===== config.mk =====
export PLATFORM = sky130hd
export DESIGN_NAME = hc_tx_port_arbiter
export DESIGN_NICKNAME = d
export VERILOG_FILES = /design/src/rtl/hc_tx_port_arbiter.sv
export SDC_FILE = /design/constraint.sdc
export NUM_CORES = 1
export LEC_CHECK = 0
export ABC_AREA = 1
export BUFFER_PORTS_ARGS = -buffer_cell sky130_fd_sc_hd__buf_2
export CORE_AREA = 2 2 98 100
export DETAILED_ROUTE_END_ITERATION = 6
export DIE_AREA = 0 0 100 102
export PLACE_DENSITY_LB_ADDON = 0.05
export SETUP_SLACK_MARGIN = 0.15
export SLEW_MARGIN = 20
export SYNTH_ARGS = -nofsm -noshare
export SYNTH_HDL_FRONTEND = slang
export SYNTH_SLANG_ARGS = --single-unit

===== constraint.sdc =====
create_clock -name clk -period 3.96 [get_ports clk]
set_input_delay 0.792 -clock clk [delete_from_list [all_inputs] [get_ports clk]]
set_output_delay 0.792 -clock clk [all_outputs]
set_load 0.005 [all_outputs]

===== src/rtl/hc_tx_port_arbiter.sv =====
// rtl/hc_tx_port_arbiter.sv - three-way HCTxPort arbiter: SOF priority, SP/DC round-robin,
// bounded hold with timeout revocation and an enforced idle gap between owners.
module hc_tx_port_arbiter #(
    parameter int DATA_W   = 8,
    parameter int GAP_CYC  = 1,
    parameter int MAX_HOLD = 1500,
    parameter int HOLD_W   = 16
) (
    input  logic              clk,
    input  logic              rst,

    input  logic              sofReq,
    output logic              sofGnt,
    input  logic              sofWEn,
    input  logic [DATA_W-1:0] sofData,
    input  logic [DATA_W-1:0] sofCntl,

    input  logic              spReq,
    output logic              spGnt,
    input  logic              spWEn,
    input  logic [DATA_W-1:0] spData,
    input  logic [DATA_W-1:0] spCntl,

    input  logic              dcReq,
    output logic              dcGnt,
    input  logic              dcWEn,
    input  logic [DATA_W-1:0] dcData,
    input  logic [DATA_W-1:0] dcCntl,

    output logic              txWEnable,
    output logic [DATA_W-1:0] txData,
    output logic [DATA_W-1:0] txCntl,
    input  logic              txRdyIn,
    output logic              txRdyOut,
    output logic              holdTimeout
);

    typedef enum logic [2:0] {
        IDLE    = 3'd0,
        GNT_SOF = 3'd1,
        GNT_SP  = 3'd2,
        GNT_DC  = 3'd3,
        GAP     = 3'd4
    } state_t;

    typedef enum logic [1:0] {
        SEL_NONE = 2'd0,
        SEL_SOF  = 2'd1,
        SEL_SP   = 2'd2,
        SEL_DC   = 2'd3
    } sel_t;

    localparam logic              RR_SP     = 1'b0;
    localparam logic              RR_DC     = 1'b1;
    localparam logic              HOLD_EN   = (MAX_HOLD != 0);
    localparam logic [HOLD_W-1:0] HOLD_LAST = HOLD_W'((MAX_HOLD == 0) ? 0 : MAX_HOLD - 1);
    localparam logic [3:0]        GAP_LAST  = 4'(GAP_CYC - 1);

    state_t            state, stateNext;
    sel_t              sel, selNext;
    logic [HOLD_W-1:0] holdCnt, holdCntNext;
    logic [3:0]        gapCnt, gapCntNext;
    logic              rrLast, rrLastNext;
    logic              blockSP, blockSPNext;
    logic              blockDC, blockDCNext;
    logic              timeoutNext;
    logic              spElig, dcElig;

    assign spElig = spReq & ~blockSP;
    assign dcElig = dcReq & ~blockDC;

    always_ff @(posedge clk) begin
        if (rst) begin
            state       <= IDLE;
            sel         <= SEL_NONE;
            holdCnt     <= '0;
            gapCnt      <= '0;
            rrLast      <= RR_DC;
            blockSP     <= 1'b0;
            blockDC     <= 1'b0;
            holdTimeout <= 1'b0;
        end else begin
            state       <= stateNext;
            sel         <= selNext;
            holdCnt     <= holdCntNext;
            gapCnt      <= gapCntNext;
            rrLast      <= rrLastNext;
            blockSP     <= blockSPNext;
            blockDC     <= blockDCNext;
            holdTimeout <= timeoutNext;
        end
    end

    always_comb begin
        stateNext   = state;
        selNext     = sel;
        holdCntNext = holdCnt;
        gapCntNext  = gapCnt;
        rrLastNext  = rrLast;
        timeoutNext = 1'b0;
        // A block lifts as soon as its requester is seen idle.
        blockSPNext = blockSP & spReq;
        blockDCNext = blockDC & dcReq;

        case (state)
            IDLE: begin
                if (sofReq) begin
                    stateNext   = GNT_SOF;
                    selNext     = SEL_SOF;
                    holdCntNext = '0;
                end else if (spElig && (!dcElig || rrLast == RR_DC)) begin
                    stateNext   = GNT_SP;
                    selNext     = SEL_SP;
                    holdCntNext = '0;
                    rrLastNext  = RR_SP;
                end else if (dcElig) begin
                    stateNext   = GNT_DC;
                    selNext     = SEL_DC;
                    holdCntNext = '0;
                    rrLastNext  = RR_DC;
                end
            end

            GNT_SOF: begin
                if (!sofReq) begin
                    stateNext  = GAP;
                    selNext    = SEL_NONE;
                    gapCntNext = '0;
                end
            end

            GNT_SP: begin
                if (!spReq) begin
                    stateNext  = GAP;
                    selNext    = SEL_NONE;
                    gapCntNext = '0;
                end else if (HOLD_EN && holdCnt == HOLD_LAST) begin
                    stateNext   = GAP;
                    selNext     = SEL_NONE;
                    gapCntNext  = '0;
                    timeoutNext = 1'b1;
                    blockSPNext = 1'b1;
                end else begin
                    holdCntNext = holdCnt + 1'b1;
                end
            end

            GNT_DC: begin
                if (!dcReq) begin
                    stateNext  = GAP;
                    selNext    = SEL_NONE;
                    gapCntNext = '0;
                end else if (HOLD_EN && holdCnt == HOLD_LAST) begin
                    stateNext   = GAP;
                    selNext     = SEL_NONE;
                    gapCntNext  = '0;
                    timeoutNext = 1'b1;
                    blockDCNext = 1'b1;
                end else begin
                    holdCntNext = holdCnt + 1'b1;
                end
            end

            GAP: begin
                selNext = SEL_NONE;
                if (gapCnt == GAP_LAST) begin
                    stateNext  = IDLE;
                    gapCntNext = '0;
                end else begin
                    gapCntNext = gapCnt + 1'b1;
                end
            end

            default: begin
                stateNext = IDLE;
                selNext   = SEL_NONE;
            end
        endcase
    end

    // Grants decode straight from the registered select so they can never disagree.
    assign sofGnt = (sel == SEL_SOF);
    assign spGnt  = (sel == SEL_SP);
    assign dcGnt  = (sel == SEL_DC);

    always_comb begin
        txWEnable = 1'b0;
        txData    = '0;
        txCntl    = '0;
        case (sel)
            SEL_SOF: begin
                txWEnable = sofWEn;
                txData    = sofData;
                txCntl    = sofCntl;
            end
            SEL_SP: begin
                txWEnable = spWEn;
                txData    = spData;
                txCntl    = spCntl;
            end
            SEL_DC: begin
                txWEnable = dcWEn;
                txData    = dcData;
                txCntl    = dcCntl;
            end
            default: begin
                txWEnable = 1'b0;
                txData    = '0;
                txCntl    = '0;
            end
        endcase
    end

    assign txRdyOut = txRdyIn;

endmodule


==> flow_metrics.py <==
metrics = {
    "run_status": {
        "status": "completed",
    },
    "sta": {
        "slew_headroom_pct": 53.7,
        "min_period_ns": 2.40,
        "rsz0062_at_grt": "false",
        "timing.fmax_mhz": 417,
        "clock_skew_ns": 0.00491,
        "slew_viol_final": 0,
        "fin_tns_setup_ns": 0,
        "post-route-period-util_pct": 60.6,
        "final-setup-viol-count": 0,
        "fin_hold_ws_ns": 0.472,
        "worstMarginPinSlew_ns": 0.693,
        "finalHoldViolCount": 0,
    },
    "power": {
        "power_mw": 1.08,
        "sw_frac_of_total_pct": 39.2,
        "switchingPower_uw": 421,
        "power_frac_comb_pct": 39.0,
        "clockPowerShare_pct": 30.7,
        "p_int_uw": 654,
        "ir_worst_vdd_mv": 0.166,
        "pwr-share-seq_pct": 30.3,
        "pwr_density_cell_mw_per_mm2": 380,
        "power_leakage_nw": 1.27,
    },
    "synth": {
        "syn_area_per_cell_um2": 5.93,
        "yosys_warnings": 0,
        "netlist_instances": 379,
        "ys_seq_area_share_pct": 25.8,
        "synth_seq_cells": 29,
        "synth.distinct_cells": 33,
        "syn-cell-area_mm2": 0.00225,
        "synthFlopType": "dfxtp_1",
        "synthArstFlopShare_pct": 0,
        "synth_nets": 439,
        "synth_edf_count": 0,
    },
    "critical_path": {
        "crit_type": "flip-flop to primary output",
        "critPathMaxFanout": 18,
        "worst_ep_arrival_time_ns": 1.61,
        "cp-end-kind": "primary output",
        "worstPathRequired_ns": 3.17,
        "startpoint_type": "flip-flop",
        "rrSetupSlack_ns": 1.95,
    },
    "drt": {
        "dr.pass1.iters": 4,
        "drc_errors": 0,
        "vias_per_cell": 4.43,
        "vias": 2505,
        "wl_per_cell_um": 12.4,
        "postRouteAntennaNets": 0,
        "drt_iter0_markers": 97,
        "drt_wl_total_um": 6990,
    },
    "die": {
        "die_w_um": 100,
        "die_area_mm2": 0.0102,
        "start_util_pct": 24.7,
        "rows": 35,
        "pin_count": 79,
        "die_y_um": 102,
        "core_area_mm2": 0.00911,
    },
    "layout": {
        "multiInputGateArea_mm2": 0.00145,
        "final_common_cell": "nand2_1",
        "area_delta_synth_final_pct": 26.0,
        "stdcell_area_mm2": 0.00283,
        "antenna_cells": 0,
        "final_util_pct": 31.1,
        "drive_gt1_share_pct": 27.5,
        "num-fill-cells": 1038,
        "layout_common_cells": "131 x nand2_1, 76 x buf_2, 41 x nor2_1",
        "seq_area_um2": 581,
        "layout.nets": 513,
    },
    "clocking": {
        "ctsRootBufferMaster": "clkbuf_8",
        "cts_tree": "yes",
        "clock_sinks": 29,
        "cts_resized": 0,
        "insertion_delay_ns": 0.28,
        "cts_setup_buffers": 0,
        "cts.path.max_buffers": 2,
        "cts_max_level": 2,
        "cts_hold_buffers": 0,
        "clk_pin_slew_ns": 0.06,
        "numCtsBuffers": 5,
    },
    "global_route": {
        "grt_pass1_wl_um": 11300,
        "grt_util_all_layers_pct": 13.9,
        "grt_max_degree": 23,
        "first_global_vias": 2326,
        "grt-ovfl-total": 0,
        "antenna_found_initial": 0,
    },
    "run": {
        "drv_cap": 0,
    },
    "placement": {
        "portBuffers": 76,
        "place_hpwl_um": 5380,
        "place_area_mm2": 0.00271,
        "place_congestion": 0.760,
    },
    "min_path": {
        "hold_class": "flip-flop to flip-flop",
    },
}
==> per-layer routing <==
metal / up-vias / GRT usage [%] / routed length, µm
met5: - / 0 / 0
met4: 0 / 4.43 / 92
met3: 9 / 2.39 / 366
met2: 69 / 24.2 / 3140
met1: 1075 / 17.7 / 3400
li1: 1352 / - / -
==> path summary, 6_finish.rpt <==
path | start | endpoint | depth (start not counted)
hold / removal | rrLast | rrLast | 2
setup reg to reg | state[2] | holdCnt[14] | 7
setup / recovery | sel[0] | txData[2] | 5
hold reg to reg | rrLast | rrLast | 2
==> worst max-delay path, cell delays in order, from the launching register on <==
cell     delay, ns
dfxtp_1       0.34
inv_1         0.06
nor2_2        0.53
nand2_1       0.15
nand3_1       0.12
buf_2         0.11
==> sequential cells by signal (all words and copies together) (netlist names) <==
name	flops
blockDC	1
blockSP	1
gapCnt	4
holdCnt	16
holdTimeout	1
rrLast	1
sel	2
state	3
==> power groups by stage <==
stage | clock, mW | combinational (mW) | sequential, mW
6_report | 0.330 | 0.420 | 0.326
5_1_grt | 0.355 | 0.481 | 0.330
4_1_cts | 0.342 | 0.428 | 0.326
3_5_place_dp | 0 | 0.425 | 0.333
3_3_place_gp | 0 | 0.432 | 0.333
2_1_floorplan | 0 | 0.302 | 0.328
==> metrics by stage <==
| stage | cells | setup WS [ns] |
|---|---|---|
| 4_1_cts | 565 | 1.18 |
| 2_1_floorplan | 379 | 2.00 |
| 3_5_place_dp | 557 | 1.52 |
| 6_report | 565 | 1.56 |
| 5_1_grt | 565 | 1.40 |
| 3_3_place_gp | 557 | 1.52 |
==> kinds of logic (layout without fill, tap and decap cells) <==
family | after synthesis | after routing | share of synthesized area, %
xor gates and xnor gates | 4 | 4 | 1.56
adders and majority gates | 3 | 3 | 1.67
and+or+nand+nor | 249 | 249 | 49.9
AOI/OAI and AO/OA | 41 | 41 | 11.1
DFF | 29 | 29 | 25.8
buffers and inverters | 53 | 128 | 9.92
==> final cells by class <==
class	instances	share of cell area, %
multi-input combinational	297	51.1
timing repair buffer	76	13.4
sequential	29	20.5
tap	111	4.91
inverter	44	5.93
clock inverter	1	1.06
clock buffer	7	3.05
==> cells in the mapped netlist, types with 2 or more instances <==
cell,instances,area share (%)
nand3_4,2,1.6
nor2_1,42,7.0
o21ai_1,3,0.67
nand3_1,39,8.7
nand4_1,7,1.9
nand2_2,12,3.3
nor3_1,3,0.67
nand2_1,131,22
clkinv_1,3,0.50
xor2_1,3,1.2
nor2_4,4,2.0
ha_1,3,1.7
inv_2,6,1.0
nor2_2,4,1.1
dfxtp_1,29,26
a21oi_2,10,3.9
clkbuf_1,6,1.0
o21ai_0,13,2.9
a21oi_1,12,2.7
inv_1,34,5.7
Note: power is estimated with default switching activity, not from simulation.
